### src/rtl/prog_dump_tx.sv
// prog_dump_tx: streams a block of 16-bit words from main memory to the host
// through the uart_mux byte-transmit port. A frame is a header word (word
// count), the data words, then an end-marker word, each sent high byte first.
module prog_dump_tx #(
    parameter int unsigned       ADDR_W    = 16,
    parameter logic [ADDR_W-1:0] BASE_ADDR = 'h4000,
    parameter logic [15:0]       END_MARK  = 16'h7fff
) (
    input  logic              clk,
    input  logic              rst,
    input  logic              start,
    input  logic [15:0]       word_count,
    input  logic              abort,
    output logic [ADDR_W-1:0] mem_addr,
    output logic              rd_mem,
    input  logic [15:0]       rd_data,
    output logic [7:0]        tx_data,
    output logic              wr,
    input  logic              tx_ready,
    output logic              busy,
    output logic              done
);

    typedef enum logic [2:0] {
        IDLE,
        HDR,
        RD_REQ,
        RD_WAIT,
        DATA,
        TRL,
        FIN
    } state_t;

    // Phases of sending one byte: wait for ready, strobe, then a guard cycle.
    typedef enum logic [1:0] {
        PH_WAIT,
        PH_WR,
        PH_GUARD
    } phase_t;

    state_t            state;
    phase_t            phase;
    logic              lo_byte;
    logic [15:0]       cnt;
    logic [15:0]       word;
    logic [ADDR_W-1:0] addr;
    logic [ADDR_W-1:0] addr_inc;
    logic [7:0]        cur_byte;

    // Byte currently being sent and the following word address.
    always_comb begin
        cur_byte = lo_byte ? word[7:0] : word[15:8];
        addr_inc = addr + ADDR_W'(2);
    end

    // Frame sequencer with registered memory and uart outputs.
    always_ff @(posedge clk) begin
        if (rst) begin
            state    <= IDLE;
            phase    <= PH_WAIT;
            lo_byte  <= 1'b0;
            cnt      <= '0;
            word     <= '0;
            addr     <= '0;
            mem_addr <= '0;
            rd_mem   <= 1'b0;
            tx_data  <= '0;
            wr       <= 1'b0;
            busy     <= 1'b0;
            done     <= 1'b0;
        end else begin
            case (state)
                IDLE: begin
                    if (start) begin
                        cnt     <= word_count;
                        word    <= word_count;
                        addr    <= BASE_ADDR;
                        busy    <= 1'b1;
                        phase   <= PH_WAIT;
                        lo_byte <= 1'b0;
                        state   <= HDR;
                    end
                end

                HDR, DATA, TRL: begin
                    case (phase)
                        PH_WAIT: begin
                            if (tx_ready) begin
                                tx_data <= cur_byte;
                                wr      <= 1'b1;
                                phase   <= PH_WR;
                            end
                        end
                        PH_WR: begin
                            wr    <= 1'b0;
                            phase <= PH_GUARD;
                        end
                        PH_GUARD: begin
                            phase <= PH_WAIT;
                            if (!lo_byte) begin
                                lo_byte <= 1'b1;
                            end else begin
                                lo_byte <= 1'b0;
                                // Word finished: decide where the frame goes
                                // next. Abort is only honoured here, at a word
                                // boundary, so words are never split.
                                if (state == TRL) begin
                                    done  <= 1'b1;
                                    state <= FIN;
                                end else if ((state == HDR && cnt == 16'd0) ||
                                             (state == DATA && cnt == 16'd1) ||
                                             abort) begin
                                    word  <= END_MARK;
                                    state <= TRL;
                                end else begin
                                    mem_addr <= (state == DATA) ? addr_inc : addr;
                                    rd_mem   <= 1'b1;
                                    state    <= RD_REQ;
                                end
                                if (state == DATA) begin
                                    addr <= addr_inc;
                                    cnt  <= cnt - 16'd1;
                                end
                            end
                        end
                        default: phase <= PH_WAIT;
                    endcase
                end

                RD_REQ: begin
                    rd_mem <= 1'b0;
                    state  <= RD_WAIT;
                end

                RD_WAIT: begin
                    word  <= rd_data;
                    state <= DATA;
                end

                FIN: begin
                    done  <= 1'b0;
                    busy  <= 1'b0;
                    state <= IDLE;
                end

                default: state <= IDLE;
            endcase
        end
    end

endmodule
### config.mk
export PLATFORM = sky130hd
export DESIGN_NAME = prog_dump_tx
export DESIGN_NICKNAME = d
export VERILOG_FILES = /design/src/rtl/prog_dump_tx.sv
export SDC_FILE = /design/constraint.sdc
export NUM_CORES = 1
export LEC_CHECK = 0
export ABC_AREA = 1
export ABC_CLOCK_PERIOD_IN_PS = 4200
export CAP_MARGIN = 20
export CORE_ASPECT_RATIO = 1.4
export CORE_MARGIN = 2
export CORE_UTILIZATION = 40
export DETAILED_ROUTE_END_ITERATION = 10
export HOLD_SLACK_MARGIN = 0.1
export PLACE_DENSITY_LB_ADDON = 0.08
export SLEW_MARGIN = 30
export SYNTH_ARGS = -nofsm -noshare
export SYNTH_HDL_FRONTEND = slang
export SYNTH_SLANG_ARGS = --single-unit
export TNS_END_PERCENT = 30
### constraint.sdc
create_clock -name clk -period 4.2 [get_ports clk]
set_input_delay 1.26 -clock clk [delete_from_list [all_inputs] [get_ports clk]]
set_output_delay 1.26 -clock clk [all_outputs]
set_load 0.005 [all_outputs]
# [Word-level counts from Yosys, hierarchy flattened]
# Index checks and enable logic that the tools add are counted.
[word_totals] reg_bits=82 inputBits=37 word_cells=104
[op_classes] n_addsub=2 n_eq_ne=19 n_mux=43 n_bitwise=2 reduce_logical=26
[op_table] operator="two-way mux 16 bit" count=12
[op_table] operator="case mux 16 bit (2 select lines)" count=2
[op_table] operator="case mux 16 bit (3 select lines)" count=1
[op_table] operator="inequality test 2 bit (second input constant)" count=9
[op_table] operator="adder 16 x 2 -> 16 bit (second input constant)" count=1
[op_table] operator="equality test 16 x 1 -> 1 bit (second input constant)" count=1
[op_table] operator="zero test 16 bit" count=1
[op_table] operator="subtractor 16 x 1 -> 16 bit (second input constant)" count=1
[op_table] operator="two-way mux 3 bit" count=5
[op_table] operator="AND reduction 3 bit" count=5
[op_table] operator="AND reduction 5 bit" count=3
[op_table] operator="two-way mux 1 bit" count=12
[op_table] operator="case mux 3 bit (4 select lines)" count=1
[op_table] operator="case mux 1 bit (2 select lines)" count=5
[op_table] operator="nonzero test 2 bit" count=5
[op_table] operator="equality test 3 bit (second input constant)" count=3
[op_table] operator="two-way mux 8 bit" count=1
[op_table] operator="case mux 2 bit (2 select lines)" count=2
[op_table] operator="AND reduction 4 bit" count=2
[op_table] operator="equality test 3 x 2 -> 1 bit (second input constant)" count=2
[op_table] operator="AND reduction 6 bit" count=1
[op_table] operator="two-way mux 2 bit" count=2
[op_table] operator="equality test 3 x 1 -> 1 bit (second input constant)" count=1
[op_table] operator="zero test 3 bit" count=1
[op_table] operator="10 further kinds" count=13

# [Depth between registers and ports, before layout]
# Gate-level depths: netlist of run 1.
[logic_depth] ltp_word=9 depth_mapped=13 depth_no_buf=12

# [Worst setup path after synthesis of run 1]
# OpenSTA, ideal clock, no wires.
[synth_timing] path_kind="in2reg" start="input port start" end="register word[10]" setup_ns=0.113 arrival_ns=2.047 required_ns=4.087 setup_slack_ns=2.040 path_stages=11 path_buffers=1 path_cell_list="inv_1 > nand3_2 > nand2_1 > inv_2 > nand3_2 > nand2_2 > nand2_2 > buf_6 > nand2_1 > nand2_1 > nor2_1"
[synth_between] elab_chain_cells=2
[synth_rtl] item="start: declaration" line="11" source="input logic start,"
[synth_rtl] item="inequality test 2 bit (no line)"
[synth_rtl] item="AND reduction 6 bit (no line)"
[synth_rtl] item="end signal: assignment" line="76" source="word <= word_count;"
[synth_rtl] item="end signal: assignment" line="136" source="word <= rd_data;"
[synth_rtl] item="end: declaration" line="45" source="logic [15:0] word;"
# No other way between the ends.
# A chain may end at the register's enable or synchronous reset.

# [Final worst setup path of run 1]
# Ends and elaborated chain as after synthesis.

==> impl_metrics.ini, run 1 <==
[global_routing]
grt_pass1_wl_um = 19000
grt-ovfl-total = 0
grt_max_degree = 46
antenna_found_initial = 0
grt_use_total_pct = 20.2
grt_pass1_vias = 4056

[cells_and_area]
drive_gt1_share_pct = 5.74
fin_nets = 768
post-route-cell-area_mm2 = 0.00535
antennaDiodeCount = 0
final_cells = 873
area_delta_synth_final_pct = 21.9
final_core_util_pct = 49.8

[hold_path]
hold_start = rd_mem
hold_class = reg2reg

[sta]
grt_setup_unrepaired = no
fin_skew_ns = 0.00849
slew_viol_final = 0
fin_ws_ns = 1.31
hold_slack_ns = 0.447
fin_crit_ns = 2.89
worst_slew_pin_slew_ns = 0.797
slew_headroom_pct = 46.7
setup_violations = 0
setup_tns_ns = 0
hold_viol = 0
min_period_over_period_pct = 68.8
fmax_mhz = 346

[setup_path]
required_ns = 4.42
path_class = in2reg
critPathMaxFanout = 30
cp-startpoint = start
worstSetupStartpointType = primary input
reg2reg_slack_ns = 1.61
setup.worst_path.end_class = flop
cp_data_arrival_time_ns = 3.11
reg2reg_from = state[2]

[floorplanning]
dieArea_mm2 = 0.0118
initial_core_util_pct = 40.8
fp.dieH_um = 128
die_w_um = 92.6
core_mm2 = 0.0108
num_rows = 45
ios = 65

[detailed_routing]
vias = 4316
drt_first_pass_iters = 4
drt-wirelength-per-cell_um = 13.3
routed_wl_um = 11600
final_antenna_net_count = 0
drc = 0
drt_iter0_drc = 232
via_per_inst = 4.94

[placement]
placed_area_mm2 = 0.00505
portBuffers = 63
pre_cts_slack_ns = 0.988
dpl.hpwl_um = 8430
place_congestion = 0.857
placed_cells = 857

[clock_network]
clock_sinks = 80
cts_setup_buffers = 0
cts_root_buf = clkbuf_16
clk_latency_ns = 0.34
cts_tree = done
ctsHtreeMaxLevel = 3
cts_made_buffers = 9
postCtsHoldBufs = 0
ctsResizeCount = 0
clockBufferDepth = 2
clk_pin_slew_worst_paths_ns = 0.06

[logic_synthesis]
ys_ff_latch = 80
synth_cells = 679
netlist_area_mm2 = 0.00439
yosysWarningCount = 0
synth.top_cells.by_area = dfxtp_1 (36%), nand2_1 (16%), nor2_1 (8.5%)
yosysUniqueCellTypes = 33
synth_nets = 720
synth_largest_area_cell = dfxtp_1
synth_top_cell_area_share_pct = 36.5
seq_area_frac_synth_pct = 36.5
synth_area_per_cell_um2 = 6.47

[job]
drv_cap = 0

[power_and_ir_drop]
power_mw = 3.54
leakage_nw = 2.36
power.density_mw_per_mm2 = 662
ir_drop_v = 0.000405

[status]
status = finished, final reports clean
where the power goes:
part | total [mW] | switching (mW) | leakage [nW] | internal [mW]
Sequential | 1.10 | 0.162 | 0.654 | 0.943
Clock | 0.791 | 0.315 | 0.145 | 0.476
Combinational | 1.65 | 1.09 | 1.56 | 0.559
sequential cells by signal (all words and copies together) (netlist names), 2 cells and up:
name and count:
cnt 16, word 16, addr 15, mem_addr 15
tx_data 8, state 3, phase 2
synth_stat cells, drive strengths merged:
master and count:
dfxtp 80, nand2 198, clkinv 2, a211oi 1
xnor2 4, nor2 105, nor3 4, nand3 43
nand3b 4, a22oi 1, o31ai 4, a31oi 10
and2 1, xor2 11, o211ai 10, a21oi 35
o21bai 6, nand4 5, o21ai 40, ha 4
inv 79, clkbuf 9, buf 21, o22ai 1
conb 1
final cells by class:
cell class	instances	area, um2
clock buffers	11	243
flip-flops and latches	80	1600
clock inverters	5	56.3
fillers	1111	5400
well taps	141	176
repair buffers	67	661
multi-input cells	488	2310
inverters	81	304
logic make-up after synthesis:
family	share of synthesized area (%)
buffers and inverters	10.9
AND/OR/NAND/NOR	34.5
XOR/XNOR	2.99
flip-flops	36.5
adder cells (fa/ha/maj)	1.14
AO/OA/AOI/OAI	13.9
other	0.0854
final timing paths:
check,to,cells past startpoint
setup / recovery,word[10],10
hold / removal,rd_mem,2
setup reg to reg,word[6],9
hold reg to reg,rd_mem,2
cells in the final DEF, fill, tap and decap left out, types with 10 or more instances in the layout:
master           synthesis  layout
nand2_1                191     191
nor2_1                 100     100
dfxtp_1                 80      80
inv_1                   73      73
clkdlybuf4s50_1          0      63
o21ai_0                 40      40
nand3_1                 38      38
a21oi_1                 35      35
xor2_1                  11      11
o211ai_1                10      10
a31oi_1                 10      10
metal layers:
| metal | track usage, % | wire length (um) | vias to the layer above |
|---|---|---|---|
| met2 | 38.1 | 6090 | 86 |
| met5 | 0 | 0 | - |
| met3 | 3.64 | 447 | 11 |
| li1 | - | - | 2242 |
| met1 | 22.3 | 4900 | 1977 |
| met4 | 7.11 | 165 | 0 |
worst max-delay path, stage by stage:
cell and delay (ns):
clkdlybuf4s50_1 0.49, inv_1 0.06, nand3_2 0.09, nand2_1 0.07
inv_2 0.08, nand3_2 0.28, nand2_2 0.20, nand2_2 0.32
nor2_1 0.21, nor2_1 0.06
No activity file was read; power rests on OpenSTA's default activity.
==> run 2, diff against run 1 <==
--- a/config.mk
+++ b/config.mk
@@ -6,7 +6,7 @@
 export NUM_CORES = 1
 export LEC_CHECK = 0
 export ABC_AREA = 1
-export ABC_CLOCK_PERIOD_IN_PS = 4200
+export ABC_CLOCK_PERIOD_IN_PS = 2380
 export CAP_MARGIN = 20
 export CORE_ASPECT_RATIO = 1.4
 export CORE_MARGIN = 2
==> constraint.sdc (replaced) <==
create_clock -name clk -period 2.38 [get_ports clk]
set_input_delay 0.714 -clock clk [delete_from_list [all_inputs] [get_ports clk]]
set_output_delay 0.714 -clock clk [all_outputs]
set_load 0.005 [all_outputs]
==> impl_metrics.ini, run 2 (synthesis gave the netlist of run 1 again) <==
[status]
status = finished, final reports clean

[clock_network]
cts_root_buf = clkbuf_16
cts_made_buffers = 9
cts_tree = done
clk_latency_ns = 0.34
postCtsHoldBufs = 0
clk_pin_slew_worst_paths_ns = 0.06
clockBufferDepth = 2
ctsHtreeMaxLevel = 3
clock_sinks = 80
ctsResizeCount = 0
cts_setup_buffers = 0

[cells_and_area]
top_regs = cnt (16), word (16)
antennaDiodeCount = 0
drive_gt1_share_pct = 7.02
post-route-cell-area_mm2 = 0.00545
fin_nets = 777
final_cell_mix = nand2_1 (191), nor2_1 (100), dfxtp_1 (80)
final_common_cell = nand2_1
fillers = 1118
area_delta_synth_final_pct = 24.0

[floorplanning]
die_w_um = 92.6
num_rows = 45
ios = 65
dieArea_mm2 = 0.0118
initial_core_util_pct = 40.8
fp.dieH_um = 128
core_mm2 = 0.0108

[setup_path]
cpPeakStageDelay_ns = 0.60
critPathMaxFanout = 31
worstSetupStartpointType = flop
r2r_cells = 8
reg2reg_slack_ns = 0.33
required_ns = 2.61
worstReg2RegEnd = mem_addr[6]
path_class = reg2reg
cp_data_arrival_time_ns = 2.28
crit_slowest_cell = dfxtp_1
path_buf_inv = 2
crit_family = simple AND/OR/NAND/NOR gates
reg2reg_from = state[2]
setup.worst_path.end_class = flop
crit_chain = nor2_2, inv_2, nand2_2, nor2_4, nand4_1, buf_12, a21oi_1, nor2_1

[sta]
slew_viol_final = 0
min_period_over_period_pct = 86.1
fmax_mhz = 488
setup_tns_ns = 0
fin_crit_ns = 2.05
setup_violations = 0
hold_viol = 0
fin_skew_ns = 0.00627
grt_setup_unrepaired = no

[hold_path]
hold_start = rd_mem
hold_depth = 2
min_to = rd_mem
hold_class = reg2reg

[placement]
portBuffers = 63
dpl.hpwl_um = 8770
place_congestion = 0.881
placed_area_mm2 = 0.00514

[global_routing]
grt-ovfl-total = 0
grt_pass1_wl_um = 19800
grt_max_degree = 39
antenna_found_initial = 0
grt_use_total_pct = 21.1
grt_pass1_vias = 4127

[power_and_ir_drop]
power_mw = 6.46
power.density_mw_per_mm2 = 1190
leakage_nw = 2.41
ir_drop_v = 0.000567

[detailed_routing]
drt_first_pass_iters = 5
vias = 4309
routed_wl_um = 11800
via_per_inst = 4.89
drc = 0
final_antenna_net_count = 0
drt-wirelength-per-cell_um = 13.4
drt_iter0_drc = 183

[job]
drv_cap = 0
run 2: changes by cell type in the layout (fill, tap and decap cells not counted):
cell,change
clkbuf_1,-1
inv_6,+2
buf_12,+2
clkinv_2,-1
clkbuf_8,-1
buf_4,+7
clkinv_4,+1
run 2: routing by layer:
metal | wire length, um | GRT usage [%] | up-vias
li1 | - | - | 2268
met1 | 4890 | 24.0 | 1899
met2 | 6130 | 38.3 | 119
met3 | 506 | 3.35 | 23
met4 | 322 | 9.66 | 0
met5 | 0 | 0 | -
run 2: layout make-up:
cell class | instances | area, um2 | area share [%]
Timing Repair Buffer | 76 | 753 | 13.8
Clock inverter | 7 | 77.6 | 1.42
Multi-Input combinational cell | 488 | 2310 | 42.4
Clock buffer | 9 | 225 | 4.13
Sequential cell | 80 | 1600 | 29.4
Inverter | 81 | 304 | 5.58
Tap cell | 141 | 176 | 3.24
run 2: how the worst max path moves through the flow:
| stage | startpoint | endpoint | slack, ns | cells after the start |
|---|---|---|---|---|
| final | state[2] | mem_addr[6] | 0.33 | 8 |
| after global routing | state[2] | addr[6] | 0.23 | 8 |
| after CTS | state[2] | addr[15] | 0.33 | 8 |
| after detailed placement | start | cnt[9] | 0.16 | 9 |
| after global placement | start | cnt[9] | 0.15 | 9 |
| after floorplan | start | word[10] | 0.77 | 11 |
run 2: report_power, final:
group	internal (mW)	switching, mW
Combinational	1.14	1.99
Sequential	1.66	0.266
Clock	0.821	0.584
Total	3.62	2.84
run 2: worst register-to-register path: cells and delay by family (launching register included):
kind | cells | cell delay (ns)
simple gates | 5 | 0.83
flops | 1 | 0.60
buf+inv | 2 | 0.30
compound gates | 1 | 0.21
run 2: through the flow:
stage          instances  setup WS [ns]  hold WS, ns  utilization (%)
6_report             882          0.331        0.443             50.7
5_1_grt              882          0.230        0.477             50.7
4_1_cts              882          0.331        0.448             50.7
3_5_place_dp         866          0.157        0.439             47.8
3_3_place_gp         866          0.149        0.440             47.8
2_1_floorplan        679          0.766        0.442                -
==> run 3, diff against run 2 <==
--- a/config.mk
+++ b/config.mk
@@ -7,7 +7,7 @@
 export LEC_CHECK = 0
 export ABC_AREA = 1
 export ABC_CLOCK_PERIOD_IN_PS = 2380
-export CAP_MARGIN = 20
+export CAP_MARGIN = 25
 export CORE_ASPECT_RATIO = 1.4
 export CORE_MARGIN = 2
 export CORE_UTILIZATION = 40
==> results of run 3 <==
No change in the layout: final DEF, timing and power equal those of run 2.
